File: config.mk
export PLATFORM = sky130hd
export DESIGN_NAME = instruction_fetch
export DESIGN_NICKNAME = d
export VERILOG_FILES = /design/src/rtl/instruction_fetch.sv
export SDC_FILE = /design/constraint.sdc
export NUM_CORES = 1
export LEC_CHECK = 0
export CORE_AREA = 4 4 107 109
export CTS_CLUSTER_DIAMETER = 120
export DETAILED_ROUTE_END_ITERATION = 7
export DIE_AREA = 0 0 111 113
export PLACE_DENSITY = 0.75
export SLEW_MARGIN = 15
export SYNTH_ARGS = -nofsm -noshare
export SYNTH_HDL_FRONTEND = slang
export SYNTH_SLANG_ARGS = --single-unit
File: constraint.sdc
create_clock -name clk -period 2 [get_ports clk]
set_input_delay 0.4 -clock clk [delete_from_list [all_inputs] [get_ports clk]]
set_output_delay 0.4 -clock clk [all_outputs]
set_load 0.1 [all_outputs]
File: src/rtl/instruction_fetch.sv
// Multicycle fetch stage: holds the PC, reads one word per instruction
// from the bus and hands it to the decoder with a one-cycle valid pulse.
//
// Ports:
//   clk, reset        rising-edge clock, synchronous active-high reset
//   i_state           CPU phase, 0 = FETCH, 1 = EXECUTE
//   i_exec_done       execute finished; i_pc_we picks target vs PC+4
//   i_pc_next         branch/jump target (low two bits ignored)
//   o_bus_addr/read   read request, held until i_bus_ack
//   i_bus_data/ack    returned word and its one-cycle strobe
//   o_instr/o_valid   captured word and its one-cycle pulse
//   o_pc/o_pc_plus4   address of o_instr and that address plus four
//   o_fetch_err       sticky bus timeout flag
//
// Optional macro FETCH_TIMEOUT_EN adds a TIMEOUT_CYCLES bus-wait limit.
// Without it a fetch waits forever and o_fetch_err is tied low.

module instruction_fetch #(
  parameter logic [31:0] RESET_PC       = 32'h0000_0000,
  parameter int          TIMEOUT_CYCLES = 255
) (
  input  logic        clk,
  input  logic        reset,
  input  logic        i_state,
  input  logic        i_exec_done,
  input  logic        i_pc_we,
  input  logic [31:0] i_pc_next,
  output logic [31:0] o_bus_addr,
  output logic        o_bus_read,
  input  logic [31:0] i_bus_data,
  input  logic        i_bus_ack,
  output logic [31:0] o_instr,
  output logic        o_valid,
  output logic [31:0] o_pc,
  output logic [31:0] o_pc_plus4,
  output logic        o_fetch_err
);

  typedef enum logic [1:0] {
    S_IDLE,
    S_REQ,
    S_HOLD
  } state_t;

  localparam logic [31:0] LP_RST_PC =
    {RESET_PC[31:2], 2'b00};

  state_t      r_state;
  state_t      w_next;
  logic [31:0] r_pc;
  logic [31:0] r_instr;
  logic        r_valid;
  logic [31:0] w_pc_plus4;
  logic        w_ack;
  logic        w_done;
  logic        w_tmo;
  logic        w_unused;

  assign w_pc_plus4 = r_pc + 32'd4;
  assign w_ack      = (r_state == S_REQ) && i_bus_ack;
  assign w_done     = (r_state == S_HOLD) && i_exec_done;

  // Low target bits are always dropped to keep the PC word aligned.
  assign w_unused = ^i_pc_next[1:0];

`ifdef FETCH_TIMEOUT_EN
  localparam logic [15:0] LP_TERM =
    16'(TIMEOUT_CYCLES - 1);

  logic [15:0] r_cnt;
  logic        r_err;

  // r_cnt counts completed REQ cycles; on the Nth REQ cycle it
  // holds N-1, so the terminal cycle is the TIMEOUT_CYCLES-th one.
  // An ack on that cycle still wins.
  assign w_tmo = (r_state == S_REQ) && !i_bus_ack &&
                 (r_cnt == LP_TERM);

  always_ff @(posedge clk) begin
    if (reset) begin
      r_cnt <= '0;
      r_err <= 1'b0;
    end else begin
      if (r_state != S_REQ) begin
        r_cnt <= '0;
      end else if (!i_bus_ack) begin
        r_cnt <= r_cnt + 16'd1;
      end
      if (w_tmo) begin
        r_err <= 1'b1;
      end else if (w_done) begin
        r_err <= 1'b0;
      end
    end
  end

  assign o_fetch_err = r_err;
`else
  logic w_unused_cfg;

  assign w_tmo        = 1'b0;
  assign o_fetch_err  = 1'b0;
  assign w_unused_cfg = (TIMEOUT_CYCLES != 0);
`endif

  always_ff @(posedge clk) begin
    if (reset) begin
      r_state <= S_IDLE;
    end else begin
      r_state <= w_next;
    end
  end

  always_comb begin
    w_next = r_state;
    unique case (r_state)
      S_IDLE: if (!i_state) w_next = S_REQ;
      S_REQ:  if (w_ack || w_tmo) w_next = S_HOLD;
      S_HOLD: if (i_exec_done) w_next = S_IDLE;
      default: w_next = S_IDLE;
    endcase
  end

  always_ff @(posedge clk) begin
    if (reset) begin
      r_pc    <= LP_RST_PC;
      r_instr <= '0;
      r_valid <= 1'b0;
    end else begin
      r_valid <= w_ack || w_tmo;
      if (w_ack) begin
        r_instr <= i_bus_data;
      end else if (w_tmo) begin
        r_instr <= '0;
      end
      if (w_done) begin
        r_pc <= i_pc_we ? {i_pc_next[31:2], 2'b00}
                        : w_pc_plus4;
      end
    end
  end

  assign o_bus_addr = r_pc;
  assign o_bus_read = (r_state == S_REQ);
  assign o_instr    = r_instr;
  assign o_valid    = r_valid;
  assign o_pc       = r_pc;
  assign o_pc_plus4 = w_pc_plus4;

endmodule

==> summary.md <==
| Metric | Value |
|---|---|
| Ant. Diodes | `0` |
| Post-Layout Inst Area | `8090 um^2` |
| EDFF count, synth | `0` |
| Critical path depth | `6` |
| Pwr dens | `433 nW/um^2` |
| Finished Core Util | `0.763` |
| Syn Inst Count | `504` |
| H-tree depth | `3` |
| Port Buffers | `191` |
| Worst setup EP type | `primary output` |
| Area after DPL | `7380 um^2` |
| Finish-stage setup viols | `27` |
| XOR/XNOR Fraction of Synth Area | `0.0656` |
| Inst Count DP | `838` |
| Multi-input logic area | `2930 um^2` |
| Slew headroom | `0.580` |
| Worst EP required | `1600 ps` |
| Worst-Skew Late Latency | `350 ps` |
| Gr usage total | `0.231` |
| Mapped Area | `3740 um^2` |
| # DRC | `0` |
| Crit path time final | `2410 ps` |
| Synth Area per Inst | `7.42 um^2` |
| Cts hold-fix bufs | `0` |
| CTS max path bufs | `2` |
| Antenna viol nets, final | `0` |
| Register area | `1410 um^2` |
| Critical Path AT | `2010 ps` |
| Max-cap violations | `0` |
| Post-detailed-route wirelength per cell | `17.0 um` |
| Vias per cell | `5.17` |
| Synthesized-area fraction occupied by adder cells | `0.00334` |
| Syn. warnings | `0` |
| Crit-path cells | `nand4_4, nor4b_4, buf_6, and4_4, xor2_4, buf_12` |
| Fillers | `679` |
| First-pass iteration count of the detailed router | `4` |
| Hold Path Depth | `2` |
| Initial detailed-routing violation count | `245` |
| Root Driver | `clkbuf_8` |
| Non-Filler Instances | `892` |
| Die Height | `113 um` |
| RD Place Congestion | `0.850` |
| Slew Limit Fails | `0` |
| Total CTS buffers | `9` |
| Async SR Flop Fraction | `0` |
| Worst setup margin | `-413 ps` |
| Sequential area share after synthesis | `0.348` |
| Worst VDD drop | `526 uV` |
| Die area | `12500 um^2` |
| Clk slew on worst S/H paths | `80 ps` |
| Global-route wire length before repair | `24.0 mm` |
| Final wirelength | `15.2 mm` |
| Power, Total | `3.50 mW` |
| Status | `finished, violations left` |
| Core Area | `10600 um^2` |
| Post-Synth Simple-Gate Area | `0.271` |
| Number of cell rows | `38` |
| Crit path launch type | `flip-flop` |
| Final HPWL from detailed placement | `10.8 mm` |
| Compound-cell area share of the yosys netlist | `0.189` |
| Worst hold path type | `input pin to flip-flop` |
| LEAKAGE | `3.39 nW` |
| Initial Utilization | `0.353` |
| Peak Freq | `414 MHz` |
| Grt ovf | `0` |
| CP max FO | `5` |
| Vias in the first global route | `4812` |
| Vias | `4616` |
| Reg2Reg Depth | `7` |
| Failing checks | `negative setup slack` |
| Unique masters post-synth | `45` |
| Tcrit/Tclk final | `1.21` |
| CP max stage delay | `370 ps` |
| # clock sinks | `65` |
| Bufs and invs on worst path | `2` |
| Layout cells sized above 1 | `0.473` |
| Initial antenna violation count | `0` |
| Skew final | `8.06 ps` |
| Nets | `818` |
| Least-Margin Pin Slew | `631 ps` |
| Num ports | `201` |
| CTS tree | `built` |
| Critical path's top delay family | `simple AND/OR/NAND/NOR gates` |
| Crit Path Category | `flip-flop to primary output` |
| Largest family of logic cells by synthesized area | `simple AND/OR/NAND/NOR gates` |
| Mux cell area share after synthesis | `0.00535` |
| RSZ-0062 raised after global routing | `true` |
| Area growth from synthesis to layout | `116%` |
| Die width | `111 um` |
| Largest net degree at the start of global routing | `48` |
| Final hold violations | `0` |
| Post-synth top flop | `dfxtp_1` |
| Synthesized flop and latch total | `65` |
| Slowest cell on crit path | `dfxtp_4` |
stage by stage:
stage	hold slack [ps]	TNS, ps	setup WS, ps
finish	431	-7480	-413
global route	451	-9490	-487
CTS	424	-6470	-419
detailed placement	447	-295	-91.6
global placement	443	-31.3	-16.2
floorplan	497	-10380	-533
synthesized netlist by cell type (9+ instances only):
cell type	number	area, um^2
a21oi_1	57	285
a31oi_1	16	100
and3_1	9	56.3
and4_1	9	78.8
buf_4	37	278
clkbuf_1	31	116
dfxtp_1	65	1300
nand2_1	108	405
nand3_1	22	110
nor2_1	19	71.3
nor3_1	13	65.1
o21ai_0	16	80.1
xnor2_1	19	166
xor2_1	9	78.8
routing by layer:
metal	track usage	wire, um
met4	0.0985	299
met2	0.410	7920
met1	0.254	5610
met5	0	0
met3	0.0749	1320
final timing paths:
| kind | slack [ps] | to | start |
|---|---|---|---|
| worst min register to register | 460 | o_instr[30]$_SDFFE_PP0P_ | o_instr[30]$_SDFFE_PP0P_ |
| worst min-delay path | 430 | o_bus_addr[15]$_SDFFE_PP0N_ | reset |
| worst max register to register | -40 | o_bus_addr[22]$_SDFFE_PP0N_ | o_bus_addr[2]$_SDFFE_PP0N_ |
| worst max-delay path | -410 | o_pc_plus4[31] | o_bus_addr[15]$_SDFFE_PP0N_ |
sequential cells by signal, indices dropped and copies added (netlist names):
signal      flops
o_bus_addr     30
o_instr        32
o_valid         1
r_state         2
cell families (layout without fill, tap and decap cells):
family / Yosys count / after routing
compound gates: 118 / 118
xor+xnor: 28 / 28
fa+ha+maj: 1 / 1
buf+inv: 78 / 320
flops: 65 / 65
mux: 2 / 2
other cells: 1 / 7
simple gates: 211 / 211
power breakdown:
group | leakage, nW | switching (mW) | internal [mW]
Clock | 0.112 | 0.563 | 0.653
Combinational | 2.73 | 0.645 | 0.312
Sequential | 0.549 | 0.0278 | 1.30
Total | 3.39 | 1.24 | 2.27
layout by cell type (no fill, tap or decap), types with 9 or more instances in the layout:
| cell | Yosys | routed |
|---|---|---|
| nor3_1 | 13 | 9 |
| dfxtp_4 | 0 | 27 |
| a21oi_1 | 57 | 57 |
| clkbuf_8 | 0 | 9 |
| dfxtp_1 | 65 | 36 |
| nand3_4 | 0 | 10 |
| xnor2_4 | 0 | 19 |
| nor2_1 | 19 | 14 |
| nand3_1 | 22 | 11 |
| xor2_4 | 0 | 9 |
| nand2_1 | 108 | 100 |
| buf_6 | 0 | 22 |
| a31oi_1 | 16 | 16 |
| o21ai_0 | 16 | 16 |
| buf_4 | 37 | 143 |
| buf_12 | 0 | 68 |
| clkdlybuf4s50_1 | 0 | 65 |
layout make-up:
cell class / instances / area share
inverter: 3 / 0.00139
tap: 140 / 0.0217
clock inverter: 6 / 0.00758
clock buffer: 10 / 0.0184
sequential: 65 / 0.174
multi-input combinational: 367 / 0.362
timing repair buffer: 301 / 0.415
timing repair:
item                                    in CTS  in global routing
endpoints found under the setup margin      25                 29
buffers inserted                            29                 16
gates resized for setup                     34                 19
pin swaps                                   25                 22
Power figures use the tool's default switching activity.
